### config.mk
export PLATFORM = sky130hd
export DESIGN_NAME = mdu
export DESIGN_NICKNAME = d
export VERILOG_FILES = /design/src/rtl/mdu_pkg.sv /design/src/rtl/mdu_arith.sv /design/src/rtl/mdu.sv
export SDC_FILE = /design/constraint.sdc
export NUM_CORES = 2
export LEC_CHECK = 0
export BUFFER_PORTS_ARGS = -buffer_cell sky130_fd_sc_hd__buf_4
export CAP_MARGIN = 20
export CORE_ASPECT_RATIO = 0.8
export CORE_UTILIZATION = 45
export CTS_BUF_LIST = sky130_fd_sc_hd__clkbuf_4 sky130_fd_sc_hd__clkbuf_8
export DETAILED_ROUTE_END_ITERATION = 12
export PLACE_DENSITY = 0.59
export SYNTH_ARGS = -nofsm -noshare
export SYNTH_HDL_FRONTEND = slang
export SYNTH_SLANG_ARGS = --single-unit
### constraint.sdc
create_clock -name clk -period 11.2 [get_ports clk]
set_input_delay 1.68 -clock clk [delete_from_list [all_inputs] [get_ports clk]]
set_output_delay 1.68 -clock clk [all_outputs]
set_load 0.1 [all_outputs]
### src/rtl/mdu_pkg.sv
// Shared MDU definitions: op encodings, FSM states, default latencies.
// Used by the ID decoder, hazard unit and the mdu itself.
package mdu_pkg;

  localparam int MULT_CYCLES_DEF = 5;
  localparam int DIV_CYCLES_DEF  = 10;

  typedef enum logic [2:0] {
    MDU_MULT  = 3'd0,
    MDU_MULTU = 3'd1,
    MDU_DIV   = 3'd2,
    MDU_DIVU  = 3'd3,
    MDU_MTHI  = 3'd4,
    MDU_MTLO  = 3'd5
  } mdu_op_e;

  typedef enum logic {
    IDLE = 1'b0,
    RUN  = 1'b1
  } mdu_state_e;

  function automatic logic is_mul_op(
    input logic [2:0] op
  );
    return (op == MDU_MULT) ||
           (op == MDU_MULTU);
  endfunction

  function automatic logic is_div_op(
    input logic [2:0] op
  );
    return (op == MDU_DIV) ||
           (op == MDU_DIVU);
  endfunction

endpackage

### src/rtl/mdu_arith.sv
// Combinational multiply/divide datapath for the mdu.
// Divide outputs exist only when MDU_DIV_EN is defined.
module mdu_arith
  import mdu_pkg::*;
(
  input  logic [2:0]  op,
  input  logic [31:0] a,
  input  logic [31:0] b,
  output logic [63:0] prod
`ifdef MDU_DIV_EN
  ,
  output logic [31:0] quot,
  output logic [31:0] rem,
  output logic        dz
`endif
);

  logic               mul_sgn;
  logic signed [63:0] ma;
  logic signed [63:0] mb;

  assign mul_sgn = (op == MDU_MULT);

  always_comb begin
    ma = {{32{mul_sgn & a[31]}}, a};
    mb = {{32{mul_sgn & b[31]}}, b};
  end

  // low 64 bits of the extended product are exact for both signednesses
  assign prod = ma * mb;

`ifdef MDU_DIV_EN
  logic               div_sgn;
  logic signed [32:0] da;
  logic signed [32:0] db;
  logic signed [32:0] dbs;

  assign div_sgn = (op == MDU_DIV);
  assign dz      = (b == 32'd0);

  always_comb begin
    da   = {div_sgn & a[31], a};
    db   = {div_sgn & b[31], b};
    dbs  = dz ? 33'sd1 : db;
    quot = 32'(da / dbs);
    rem  = 32'(da % dbs);
  end
`endif

endmodule

### src/rtl/mdu.sv
// Multi-cycle multiply/divide unit owning HI/LO.
// Divide support is built only when MDU_DIV_EN is defined.
module mdu
  import mdu_pkg::*;
#(
  parameter int MULT_CYCLES = MULT_CYCLES_DEF,
  parameter int DIV_CYCLES  = DIV_CYCLES_DEF
) (
  input  logic        clk,
  input  logic        reset,
  input  logic        start,
  input  logic [2:0]  mdu_op,
  input  logic [31:0] rs_data,
  input  logic [31:0] rt_data,
  output logic        busy,
  output logic        stall_req,
  output logic [31:0] hi,
  output logic [31:0] lo
);

  localparam int MAXC =
    (MULT_CYCLES > DIV_CYCLES) ?
    MULT_CYCLES : DIV_CYCLES;
  localparam int CW = $clog2(MAXC + 1);

  mdu_state_e  state_q, state_d;
  logic [CW-1:0] cnt_q, cnt_d;
  logic [63:0] pend_q, pend_d;
  logic        dz_q, dz_d;
  logic        busy_q, busy_d;
  logic [31:0] hi_q, hi_d;
  logic [31:0] lo_q, lo_d;

  logic [63:0] prod;
  logic        is_mul;
  logic        is_div;
  logic        is_mthi;
  logic        is_mtlo;

  assign is_mul  = is_mul_op(mdu_op);
  assign is_mthi = (mdu_op == MDU_MTHI);
  assign is_mtlo = (mdu_op == MDU_MTLO);

`ifdef MDU_DIV_EN
  logic [31:0] quot;
  logic [31:0] rem;
  logic        dz;

  assign is_div = is_div_op(mdu_op);

  mdu_arith u_arith (
    .op   (mdu_op),
    .a    (rs_data),
    .b    (rt_data),
    .prod (prod),
    .quot (quot),
    .rem  (rem),
    .dz   (dz)
  );
`else
  assign is_div = 1'b0;

  mdu_arith u_arith (
    .op   (mdu_op),
    .a    (rs_data),
    .b    (rt_data),
    .prod (prod)
  );
`endif

  assign busy      = busy_q;
  assign hi        = hi_q;
  assign lo        = lo_q;
  assign stall_req = busy_q |
                     (start & (is_mul | is_div));

  always_comb begin
    state_d = state_q;
    cnt_d   = cnt_q;
    pend_d  = pend_q;
    dz_d    = dz_q;
    busy_d  = busy_q;
    hi_d    = hi_q;
    lo_d    = lo_q;
    unique case (state_q)
      IDLE: begin
        if (start) begin
          unique case (1'b1)
            is_mul: begin
              pend_d  = prod;
              dz_d    = 1'b0;
              cnt_d   = CW'(MULT_CYCLES);
              busy_d  = 1'b1;
              state_d = RUN;
            end
`ifdef MDU_DIV_EN
            is_div: begin
              pend_d  = {rem, quot};
              dz_d    = dz;
              cnt_d   = CW'(DIV_CYCLES);
              busy_d  = 1'b1;
              state_d = RUN;
            end
`endif
            is_mthi: hi_d = rs_data;
            is_mtlo: lo_d = rs_data;
            default: ;
          endcase
        end
      end
      RUN: begin
        // starts are ignored here; only the countdown advances
        if (cnt_q == CW'(1)) begin
          cnt_d   = '0;
          busy_d  = 1'b0;
          state_d = IDLE;
          if (!dz_q) begin
            hi_d = pend_q[63:32];
            lo_d = pend_q[31:0];
          end
        end else begin
          cnt_d = cnt_q - CW'(1);
        end
      end
      default: state_d = IDLE;
    endcase
  end

  always_ff @(posedge clk or posedge reset) begin
    if (reset) begin
      state_q <= IDLE;
      cnt_q   <= '0;
      pend_q  <= '0;
      dz_q    <= 1'b0;
      busy_q  <= 1'b0;
      hi_q    <= '0;
      lo_q    <= '0;
    end else begin
      state_q <= state_d;
      cnt_q   <= cnt_d;
      pend_q  <= pend_d;
      dz_q    <= dz_d;
      busy_q  <= busy_d;
      hi_q    <= hi_d;
      lo_q    <= lo_d;
    end
  end

endmodule

Word-level counts from Yosys, hierarchy flattened
Cells that the tools add are included.
{"block": "classes", "n_bitwise": 5, "eq_ne": 9, "muxes": 20, "mul": 1, "reduce_logical": 7, "n_addsub": 1}
{"operator": "$mux W32", "count": 6}
{"operator": "$pmux W32 S2", "count": 2}
{"operator": "$mul A33 B33 Y64", "count": 1}
{"operator": "$mux W4", "count": 3}
{"operator": "$reduce_and A3 Y1", "count": 4}
{"operator": "$ne A2 B2 Y1 const B", "count": 4}
{"operator": "$pmux W4 S2", "count": 1}
{"operator": "$eq A3 B3 Y1 const B", "count": 2}
{"operator": "$mux W1", "count": 6}
{"operator": "$eq A4 B1 Y1 const B", "count": 1}
{"operator": "$pmux W1 S2", "count": 2}
{"operator": "$sub A4 B1 Y4 const B", "count": 1}
{"operator": "$and A1 B1 Y1", "count": 3}
{"operator": "$eq A3 B1 Y1 const B", "count": 1}
{"operator": "$logic_not A3 Y1", "count": 1}
{"operator": "$ne A2 B1 Y1 const B", "count": 1}
{"operator": "$reduce_and A2 Y1", "count": 1}
{"operator": "$logic_or A1 B1 Y1", "count": 1}
{"operator": "$not A1 Y1", "count": 1}
{"operator": "$or A1 B1 Y1", "count": 1}
{"block": "word_totals", "inputBits": 70, "reg_bits": 134, "output_inout_bits": 66, "wordCells": 49}

Depth between registers and ports, before layout
{"block": "logic_depth", "depth_word": 5, "mapped_depth": 30, "depth_no_buf": 28}

Modules after synthesis
A second synthesis with hierarchy kept.
{"block": "unflattened", "hier_cells": 4684, "hier_area_um2": 44232.4}
{"module": "mdu_arith", "area_per_inst_um2": 37952.6, "seq_area_each_um2": 0.0, "cells_each": 4194, "n_inst": 1}
{"module": "mdu", "area_per_inst_um2": 6279.8, "seq_area_each_um2": 3353.2, "cells_each": 490, "n_inst": 1}

Worst setup path before layout
No wires, ideal clock.
{"block": "synth_path", "kind": "input-to-reg", "startpoint": "in mdu_op[2]", "endpoint": "reg pend_q[63]", "path_stages": 25, "required_ps": 11134, "t_arrival_ps": 9394, "setup_time_ps": 66, "path_slack_ps": 1740, "path_cell_list": "nor3_1 and2_1 clkbuf_1 nand2_1 inv_1 fa_1 fa_1 fa_1 inv_1 fa_1 inv_1 fa_1 fa_1 inv_1 fa_1 fa_1 inv_1 ha_1 and3_1 and3_1 and3_1 a211oi_1 o21ai_1 a21oi_1 o311a_1"}
{"block": "synth_between", "elab_chain_len": 3, "elab_cells_between_ends": 7, "classes_between": "mul: 1; eq/ne: 1; bitwise: 2; reduce/logical: 3"}
{"item": "start: declaration", "line": "mdu.sv:12", "text": "input logic [2:0] mdu_op,"}
{"item": "$logic_not A3 Y1 / $eq A3 B1 Y1 (equally long branches)", "line": "mdu_pkg.sv:25, mdu_arith.sv:22, mdu_pkg.sv:26"}
{"item": "$and A1 B1 Y1, or another cell as far along", "line": "mdu_arith.sv:25", "text": "ma = {{32{mul_sgn & a[31]}}, a};"}
{"item": "$mul A33 B33 Y64 / $reduce_and A3 Y1 (equally long branches)"}
{"item": "end signal: assignment", "line": "mdu.sv:141", "text": "pend_q <= pend_d;"}
{"item": "end: declaration", "line": "mdu.sv:28", "text": "logic [63:0] pend_q, pend_d;"}
Several ways; a longest one is shown, not always the timed one.
A chain may end at the register's enable or synchronous reset.

Final worst setup path
Ends and elaborated chain as after synthesis.

==> impl_metrics.ini <==
[global_route]
grt_pass1_wl_microns = 200000
grt_pass1_vias = 33900
grt.total_usage = 0.271
antenna_found_initial = 11
overflow = 0
grt_start_max_net_pins = 75

[floorplan]
io_pins = 136
rows = 101
fp.dieArea_sq_um = 97300
initial_core_util = 0.455
die-width_microns = 348
core-area_sq_um = 95000
die_y_microns = 279

[synth]
ys.warnings.count = 0
syn_nets = 6172
synth_area_leaders = fa_1 52%, inv_1 9.9%, nand2_1 7.9%
syn-cell-area_sq_um = 43200
ys_seq_elements = 134
yosys.area.top_type_share = 0.521
postSynthCellCount = 4763
synth_top_cell_by_area = fa_1
ys_seq_area_frac = 0.0776
synth_edf_count = 0
synth.distinct_cells = 70
avgSynthCellArea_sq_um = 9.07
async_flop_share = 1.00
ys.flop_type = dfrtp_1

[sta]
fmax_mhz = 100
period_minus_slack_ps = 9980
hold_viol = 0
slew_headroom = 0.326
rsz0062_at_grt = no
clock_skew_ps = 13.1
report.final.slew_viol_count = 0
period_share = 0.891
worst_pin_slew_ps = 1010
tns_ps = 0
finalSetupViolations = 0

[clocking]
cts_buffers = 17
ctsHoldBuffers = 0
cts_tree = yes
ctsResizeCount = 0
htreeDepth = 4
cts_sinks = 134
insertion_delay_ps = 460
clockBufferDepth = 2
post-cts-setup-buffers = 0
cts.clk_slew.worst_paths_ps = 80
root_buffer = clkbuf_8

[worst_setup_path]
cp.arrival_ps = 10370
worstPathMaxFanout = 21
cp.required_ps = 11590
max_stage_delay_ps = 790
cpMostUsedCell = fa_1
worstSetupStartpointType = primary input
slowest_stage = fa_1
critPathKind = in2reg
worst_setup_path_end_kind = flip-flop

[detailed_routing]
routedWlPerCell_microns = 21.1
vias = 31200
wl_microns = 126000
drc_errors = 0
first_pass_iters = 5
initialDrtViolationCount = 2551
viasPerCell = 5.22
antenna_left = 0

[finish]
drive_gt1_frac = 0.0473
fin_nets = 6094
final_common_cell = inv_1
synthToLayoutAreaGrowth_pct = 5.36
stdcell_area_sq_um = 45500
final_util = 0.479
final_cell_mix = 1134 x inv_1, 1125 x fa_1, 911 x nand2_1
finalNonFillerCells = 5989
fillCellCount = 9237

[min_path]
hold_class = reg2reg

[place]
post-place-cells = 5952
dp_hpwl_microns = 99100
place.port_buffers = 135
placed_cell_area_sq_um = 45100
gp_congestion = 0.937

[status]
status = complete, no violations

[flow_run]
cap_violations = 0
==> stage by stage <==
| stage | hold slack (ps) | worst slack (ps) |
|---|---|---|
| 6_report | 473 | 1220 |
| 5_1_grt | 505 | 665 |
| 4_1_cts | 474 | 1220 |
| 2_1_floorplan | 439 | 1740 |
| 3_3_place_gp | 449 | 858 |
| 3_5_place_dp | 456 | 782 |
==> worst paths after layout <==
check,start,to,slack [ps],cells past startpoint
hold / removal,pend_q[0]$_DFFE_PP0P_,pend_q[0]$_DFFE_PP0P_,470,2
hold reg to reg,pend_q[0]$_DFFE_PP0P_,pend_q[0]$_DFFE_PP0P_,470,2
max in group asynchronous,reset,pend_q[8]$_DFFE_PP0P_,8570,3
min in group asynchronous,reset,state_q$_DFF_PP0_,1340,2
setup reg to reg,state_q$_DFF_PP0_,pend_q[28]$_DFFE_PP0P_,8590,6
setup / recovery,mdu_op[2],pend_q[63]$_DFFE_PP0P_,1220,27
==> critical path: cells and delay by family <==
family | cells | cell delay [ps]
compound gates | 4 | 1080
simple gates | 6 | 1430
fa+ha+maj | 9 | 4810
buf+inv | 8 | 1370
==> cells by family (layout without fill, tap and decap cells) <==
family,Yosys count,count (layout),synth area share
adders and majority gates,1339,1339,0.583
other,0,4,0
xor gates and xnor gates,69,69,0.0140
buffers and inverters,1390,1325,0.121
and+or+nand+nor,1436,1436,0.150
DFF,134,134,0.0776
muxes,3,3,0.000724
AOI/OAI and AO/OA,392,392,0.0538
==> registers in the layout, indices dropped and copies added (netlist names) <==
| register | count |
|---|---|
| state_q | 1 |
| cnt_q | 4 |
| busy | 1 |
| lo | 32 |
| hi | 32 |
| pend_q | 64 |
==> metal layers <==
layer	global-route usage	part of all wire	vias up
met5	0	0.00045	-
met4	0.0578	0.020	4
met2	0.418	0.45	1157
met3	0.0577	0.085	138
li1	-	-	13600
met1	0.395	0.45	16300
==> Yosys cell counts, drive strengths merged, types with 18 or more instances <==
cell type	number
a21o	28
a21oi	161
and2	295
and3	25
clkbuf	248
dfrtp	134
fa	1125
ha	214
inv	1135
nand2	911
nand3	18
nor2	86
nor2b	37
o21ai	124
xnor2	48
xor2	21
==> final cells by class <==
type                            count  area, sq um  share of cell area
Antenna cell                        4         10.0            0.000220
Clock buffer                       18          241             0.00530
Clock inverter                     14          191             0.00420
Inverter                         1135         4270              0.0937
Multi-Input combinational cell   3239        34700               0.761
Sequential cell                   134         3360              0.0737
Tap cell                         1287         1610              0.0354
Timing Repair Buffer              158         1200              0.0263
Power is left out: the tool's default activity adds up to more than one toggle a clock period on the data nets, which glitch-free logic cannot reach.
